### src/rtl/seq_add_sub_if.sv
// Start/result bundle for the multi-cycle adder/subtractor.
// The master drives the operands; the slave returns the result and handshake status.
interface seq_add_sub_if #(
  parameter int unsigned WIDTH = 16
);
  logic             start;
  logic [WIDTH-1:0] a;
  logic [WIDTH-1:0] b;
  logic             c_in;
  logic             sub;
  logic             ready;
  logic             done;
  logic [WIDTH-1:0] sum;
  logic             c_out;
  logic             ovf;

  modport master (
    output start, a, b, c_in, sub,
    input  ready, done, sum, c_out, ovf
  );

  modport slave (
    input  start, a, b, c_in, sub,
    output ready, done, sum, c_out, ovf
  );
endinterface

### src/rtl/seq_add_sub.sv
// Multi-cycle adder/subtractor: CHUNK bits per clock through a narrow ripple slice,
// then registered sum, carry-out and signed overflow with a one-cycle done pulse.
module seq_add_sub #(
  parameter int unsigned WIDTH = 16,
  parameter int unsigned CHUNK = 4
) (
  input logic         clk,
  input logic         rst_n,
  seq_add_sub_if.slave bus
);

  localparam int unsigned NChunk = WIDTH / CHUNK;
  localparam int unsigned IdxW   = (NChunk > 1) ? $clog2(NChunk) : 1;
  localparam logic [IdxW-1:0] LastIdx = IdxW'(NChunk - 1);

  typedef enum logic [1:0] {StIdle, StRun, StDone} state_e;

  state_e           state_q, state_d;
  logic [IdxW-1:0]  idx_q, idx_d;
  logic [WIDTH-1:0] a_q, a_d, b_q, b_d, acc_q, acc_d, sum_q, sum_d;
  logic             carry_q, carry_d, c_out_q, c_out_d, ovf_q, ovf_d, done_q, done_d;
  logic [CHUNK:0]   slice;
  logic             msb_cin;

  // Operands shift right one chunk per cycle, so the active slice always sits at bit 0.
  assign slice   = {1'b0, a_q[CHUNK-1:0]} + {1'b0, b_q[CHUNK-1:0]} + (CHUNK+1)'(carry_q);
  // Carry into the slice's top bit, recovered from its sum bit and operand bits.
  assign msb_cin = slice[CHUNK-1] ^ a_q[CHUNK-1] ^ b_q[CHUNK-1];

  always_comb begin
    state_d = state_q;
    idx_d   = idx_q;
    a_d     = a_q;
    b_d     = b_q;
    acc_d   = acc_q;
    carry_d = carry_q;
    sum_d   = sum_q;
    c_out_d = c_out_q;
    ovf_d   = ovf_q;
    done_d  = 1'b0;

    unique case (state_q)
      StIdle, StDone: begin
        if (bus.start) begin
          a_d     = bus.a;
          b_d     = bus.b ^ {WIDTH{bus.sub}};
          carry_d = bus.c_in ^ bus.sub;
          idx_d   = '0;
          state_d = StRun;
        end else begin
          state_d = StIdle;
        end
      end
      StRun: begin
        a_d     = a_q >> CHUNK;
        b_d     = b_q >> CHUNK;
        // Result slices enter at the top and settle into place after NChunk shifts.
        acc_d   = (acc_q >> CHUNK) | (WIDTH'(slice[CHUNK-1:0]) << (WIDTH - CHUNK));
        carry_d = slice[CHUNK];
        idx_d   = idx_q + 1'b1;
        if (idx_q == LastIdx) begin
          sum_d   = acc_d;
          c_out_d = slice[CHUNK];
          ovf_d   = msb_cin ^ slice[CHUNK];
          done_d  = 1'b1;
          state_d = StDone;
        end
      end
      default: state_d = StIdle;
    endcase
  end

  always_ff @(posedge clk) begin
    if (!rst_n) begin
      state_q <= StIdle;
      idx_q   <= '0;
      a_q     <= '0;
      b_q     <= '0;
      acc_q   <= '0;
      carry_q <= 1'b0;
      sum_q   <= '0;
      c_out_q <= 1'b0;
      ovf_q   <= 1'b0;
      done_q  <= 1'b0;
    end else begin
      state_q <= state_d;
      idx_q   <= idx_d;
      a_q     <= a_d;
      b_q     <= b_d;
      acc_q   <= acc_d;
      carry_q <= carry_d;
      sum_q   <= sum_d;
      c_out_q <= c_out_d;
      ovf_q   <= ovf_d;
      done_q  <= done_d;
    end
  end

  assign bus.ready = (state_q != StRun);
  assign bus.done  = done_q;
  assign bus.sum   = sum_q;
  assign bus.c_out = c_out_q;
  assign bus.ovf   = ovf_q;

endmodule

### src/flat_wrapper.sv
// flat-port wrapper written by rule: the top's interface ports become plain ports
module seq_add_sub_flat 
#(
  parameter int unsigned WIDTH = 16,
  parameter int unsigned CHUNK = 4
)
  (clk, rst_n, bus_start, bus_a, bus_b, bus_c_in, bus_sub, bus_ready, bus_done, bus_sum, bus_c_out, bus_ovf);
  seq_add_sub_if #(.WIDTH(WIDTH)) bus_i ();
  input logic clk;
  input logic rst_n;
  input wire logic [$bits(bus_i.start)-1:0] bus_start;
  input wire logic [$bits(bus_i.a)-1:0] bus_a;
  input wire logic [$bits(bus_i.b)-1:0] bus_b;
  input wire logic [$bits(bus_i.c_in)-1:0] bus_c_in;
  input wire logic [$bits(bus_i.sub)-1:0] bus_sub;
  output wire logic [$bits(bus_i.ready)-1:0] bus_ready;
  output wire logic [$bits(bus_i.done)-1:0] bus_done;
  output wire logic [$bits(bus_i.sum)-1:0] bus_sum;
  output wire logic [$bits(bus_i.c_out)-1:0] bus_c_out;
  output wire logic [$bits(bus_i.ovf)-1:0] bus_ovf;
  assign bus_i.start = bus_start;
  assign bus_i.a = bus_a;
  assign bus_i.b = bus_b;
  assign bus_i.c_in = bus_c_in;
  assign bus_i.sub = bus_sub;
  assign bus_ready = bus_i.ready;
  assign bus_done = bus_i.done;
  assign bus_sum = bus_i.sum;
  assign bus_c_out = bus_i.c_out;
  assign bus_ovf = bus_i.ovf;
  seq_add_sub #(.WIDTH(WIDTH), .CHUNK(CHUNK)) u_core (.clk(clk), .rst_n(rst_n), .bus(bus_i));
endmodule
### config.mk
export PLATFORM = sky130hd
export DESIGN_NAME = seq_add_sub_flat
export DESIGN_NICKNAME = d
export VERILOG_FILES = /design/src/rtl/seq_add_sub_if.sv /design/src/rtl/seq_add_sub.sv /design/src/flat_wrapper.sv
export SDC_FILE = /design/constraint.sdc
export NUM_CORES = 1
export LEC_CHECK = 0
export CAP_MARGIN = 30
export CORE_UTILIZATION = 53
export DETAILED_ROUTE_END_ITERATION = 12
export DONT_BUFFER_PORTS = 1
export HOLD_SLACK_MARGIN = 0.12
export PLACE_DENSITY = 0.72
export SYNTH_ARGS = -nofsm -noshare
export SYNTH_HDL_FRONTEND = slang
export SYNTH_SLANG_ARGS = --single-unit
export TNS_END_PERCENT = 50
### constraint.sdc
create_clock -name clk -period 2.6 [get_ports clk]
set_clock_uncertainty 0.2 [all_clocks]
set_input_delay 0.26 -clock clk [delete_from_list [all_inputs] [get_ports clk]]
set_output_delay 0.26 -clock clk [all_outputs]
set_load 0.02 [all_outputs]
==> impl_summary.txt <==
----------------------------------------------------
[Synthesis]
  Most area-hungry cell type in the Yosys netlist ... sky130_fd_sc_hd__dfxtp_1
  Async set-or-reset flop fraction in the synthesized netlist ... 0%
  Area share of the leading cell type in the synthesized netlist ... 45.9%
  Count of warnings emitted by yosys ... 0
  Cell Area, Synth ... 2970 µm²
  Cell count after synthesis ... 323
  Mean instance size in the synthesized netlist ... 9.18 µm²
  Flops & latches, synth ... 68
  Cell types occupying the most area after synthesis ... sky130_fd_sc_hd__dfxtp_1, sky130_fd_sc_hd__a21boi_1, sky130_fd_sc_hd__nand2_1, sky130_fd_sc_hd__a22oi_1, sky130_fd_sc_hd__xor2_1
  Top flip-flop cell by instance count after synthesis ... sky130_fd_sc_hd__dfxtp_1
  Synth unique cells ... 33
  Proportion of synthesized chip area in sequential cells ... 45.9%
  Post-synthesis net count ... 366
  Number of enable flip-flop cells after synthesis ... 0

[CTS]
  Root buffer selected by CTS ... sky130_fd_sc_hd__clkbuf_8
  Clock Sinks ... 68
  Count of H-tree levels built during CTS ... 3
  Insertion delay of the later-clocked pin in the worst-skew pair ... 340 ps
  Number of post-CTS setup repair buffers ... 0
  Maximum clock insertion buffer count ... 2
  CTS tree ... done
  TritonCTS Buffers ... 9
  Clock-pin slew on the worst setup and hold paths ... 70 ps

[STA]
  Number of failing setup endpoints in the final timing report ... 0
  Final clock period utilization by the worst path ... 92.1%
  Clock period minus final worst setup slack ... 2400 ps
  Setup tns final ... 0 ps
  Slew of the pin with the lowest slew margin ... 884 ps
  Number of hold violations in the final report ... 0
  Final count of pins violating max slew ... 0
  Worst relative slew slack ... 40.9%
  Highest attainable clock frequency ... 418 MHz
  Setup repair after global routing missed its margin ... no

[Finish]
  Final Instance Area ... 3520 µm²
  Share of final-layout standard cells stronger than drive strength 1 ... 7.87%
  Utilization of the core after routing ... 67.3%
  Final Non-Filler Cells ... 426
  Fill cell total of the finished layout ... 463
  Antenna cell count ... 0
  Number of nets in the layout ... 394
  Area growth, synth to finish ... 18.8%

[Setup path]
  Register-to-register setup slack ... 200 ps
  Critical path arrival ... 2450 ps
  Worst path required time ... 2660 ps
  Destination of the critical timing path ... u_core.bus.ovf$_SDFFE_PN0P_
  Length in cells of the worst reg-to-reg path ... 6
  Critical path launch point ... u_core.carry_q$_SDFFE_PN0P_
  R2R Path Start ... u_core.carry_q$_SDFFE_PN0P_
  R2R Path End ... u_core.bus.ovf$_SDFFE_PN0P_
  Maximum fanout count along the critical path ... 3
  Crit Path Class ... reg -> reg
  Element type at the critical path start ... flip-flop
  Critical path endpoint category ... flip-flop

[Routing]
  Overall via count from detail_route ... 2,317
  DRC violation count after routing ... 0
  Antenna-violating nets left ... 0
  Number of design-rule violations left by the first detailed-router iteration ... 233
  DR WL/cell ... 14.7 µm
  Detailed-route wire length ... 6.25 mm
  Via density per instance ... 5.44
  1st-pass router iterations ... 4

[Place]
  Number of cells after detailed placement ... 374
  Count of input and output buffers ... 0
  Detail Placement HPWL ... 3.69 mm
  Routability cong. ... 0.817
  Placed Area ... 2970 µm²

[Flow run]
  Count of maximum capacitance violations ... 0

[Min path]
  Path category of the worst min-delay check ... in -> reg

[GRT]
  Number of antenna violations at the first check in global routing ... 0
  Largest net degree at the start of global routing ... 68
  First-pass GRT wire length ... 10.4 mm
  Vias in the first global route ... 2,254
  Total routing usage reported by global routing ... 22.8%
  GR Overflow Total ... 0

[Floorplanning]
  Die area ... 5900 µm²
  Number of cell rows ... 26
  Ports placed on the boundary ... 57
  Horiz. Die Dim ... 76.8 µm
  Placeable Area ... 5240 µm²
  Y dimension of the die ... 76.8 µm
  Starting Density ... 56.6%

[Power and ir drop]
  IR Drop Worst-Case VDD ... 0.000451 V
  Leakage power figure ... 1.38 nW
  Power density normalized to cell area ... 628 nW/µm²

[Status]
  Run status ... complete, no violations

----------------------------------------------------
[cells in the final DEF (no fill, tap or decap), drive strengths merged, types with 7 or more instances in the layout]
cell type    instances
nand2               79
a21boi              51
dfxtp               68
a22oi               33
dlygate4sd3         35
buf                  7
xor2                17
nor2b               11
clkbuf              15
[synth_stat cells (2+ instances only)]
library cell and count:
sky130_fd_sc_hd__o211a_1 4, sky130_fd_sc_hd__nand3_1 4, sky130_fd_sc_hd__xnor2_1 2, sky130_fd_sc_hd__xor2_1 17
sky130_fd_sc_hd__o21a_1 2, sky130_fd_sc_hd__nor2b_1 11, sky130_fd_sc_hd__buf_6 2, sky130_fd_sc_hd__buf_2 11
sky130_fd_sc_hd__nor2_1 3, sky130_fd_sc_hd__a22oi_1 33, sky130_fd_sc_hd__a21oi_1 3, sky130_fd_sc_hd__clkbuf_1 10
sky130_fd_sc_hd__buf_4 2, sky130_fd_sc_hd__inv_1 2, sky130_fd_sc_hd__ha_1 4, sky130_fd_sc_hd__fa_1 2
sky130_fd_sc_hd__dfxtp_1 68, sky130_fd_sc_hd__a21boi_1 50, sky130_fd_sc_hd__nand2_1 79
[where the power goes]
part           internal, mW  total [mW]  switching, mW
clock                 0.425       0.796          0.372
combinational         0.140       0.295          0.155
sequential             1.09        1.12         0.0311
total                  1.65        2.21          0.558
[kinds of logic (layout without fill, tap and decap cells)]
family                     count (synthesis)  in the layout  share of synthesized area [%]
adders and majority gates                  6              6                           3.04
DFF                                       68             68                           45.9
xor gates and xnor gates                  19             19                           5.61
AOI/OAI and AO/OA                        100            100                           25.7
and+or+nand+nor                          102            102                           15.0
buffers and inverters                     28             61                           4.77
[routing by layer]
metal	routed length (µm)	track usage, %	vias up
met5	0	0	-
met4	14	7.50	0
met3	295	8.57	2
met2	3120	36.6	59
met1	2820	28.0	1096
li1	-	-	1160
[flip-flops by register name (all words and copies together) (netlist names), 2 cells and up]
name            flops
u_core.a_q         16
u_core.b_q         16
u_core.bus.sum     16
u_core.acc_q       12
u_core.idx_q        2
u_core.state_q      2
[worst max-delay path, stage by stage, from the launching register on]
cell                       delay, ps
sky130_fd_sc_hd__dfxtp_1         340
sky130_fd_sc_hd__fa_1            470
sky130_fd_sc_hd__fa_1            440
sky130_fd_sc_hd__a21o_2          220
sky130_fd_sc_hd__a211oi_1        340
sky130_fd_sc_hd__a211oi_2         90
sky130_fd_sc_hd__o31ai_2         220
[timing repair]
| action | CTS | global route |
|---|---|---|
| endpoints found under the hold margin | 68 | 0 |
| resized for setup | 0 | 0 |
| hold buffers | 36 | 0 |
[worst min-delay path by stage]
stage	from	to	depth (start not counted)
6_report	bus_c_in	u_core.carry_q$_SDFFE_PN0P_	3
5_1_grt	bus_c_in	u_core.carry_q$_SDFFE_PN0P_	3
4_1_cts	bus_start	u_core.a_q[1]$_SDFFE_PN0P_	4
3_5_place_dp	rst_n	u_core.state_q[0]$_SDFFE_PN0P_	1
3_3_place_gp	rst_n	u_core.state_q[0]$_SDFFE_PN0P_	1
2_1_floorplan	u_core.acc_q[6]$_SDFFE_PN0P_	u_core.bus.sum[2]$_SDFFE_PN0P_	2
[through the flow]
stage                     setup slack, ps  hold WS [ps]  power (mW)
after global routing                 95.2           121        2.31
final                                 205           136        2.21
after floorplan                       327           231        1.34
after global placement                274           187        1.36
after detailed placement              213           190        1.37
after CTS                             199           139        2.22
[layout make-up]
type | count | area [µm²] | area share, %
flip-flops and latches | 68 | 1360 | 38.6
clock inverters | 1 | 5.00 | 0.142
well taps | 70 | 87.6 | 2.49
multi-input cells | 227 | 1470 | 41.6
clock buffers | 15 | 176 | 5.01
repair buffers | 42 | 415 | 11.8
inverters | 3 | 11.3 | 0.320
Power figures use the tool's default switching activity.
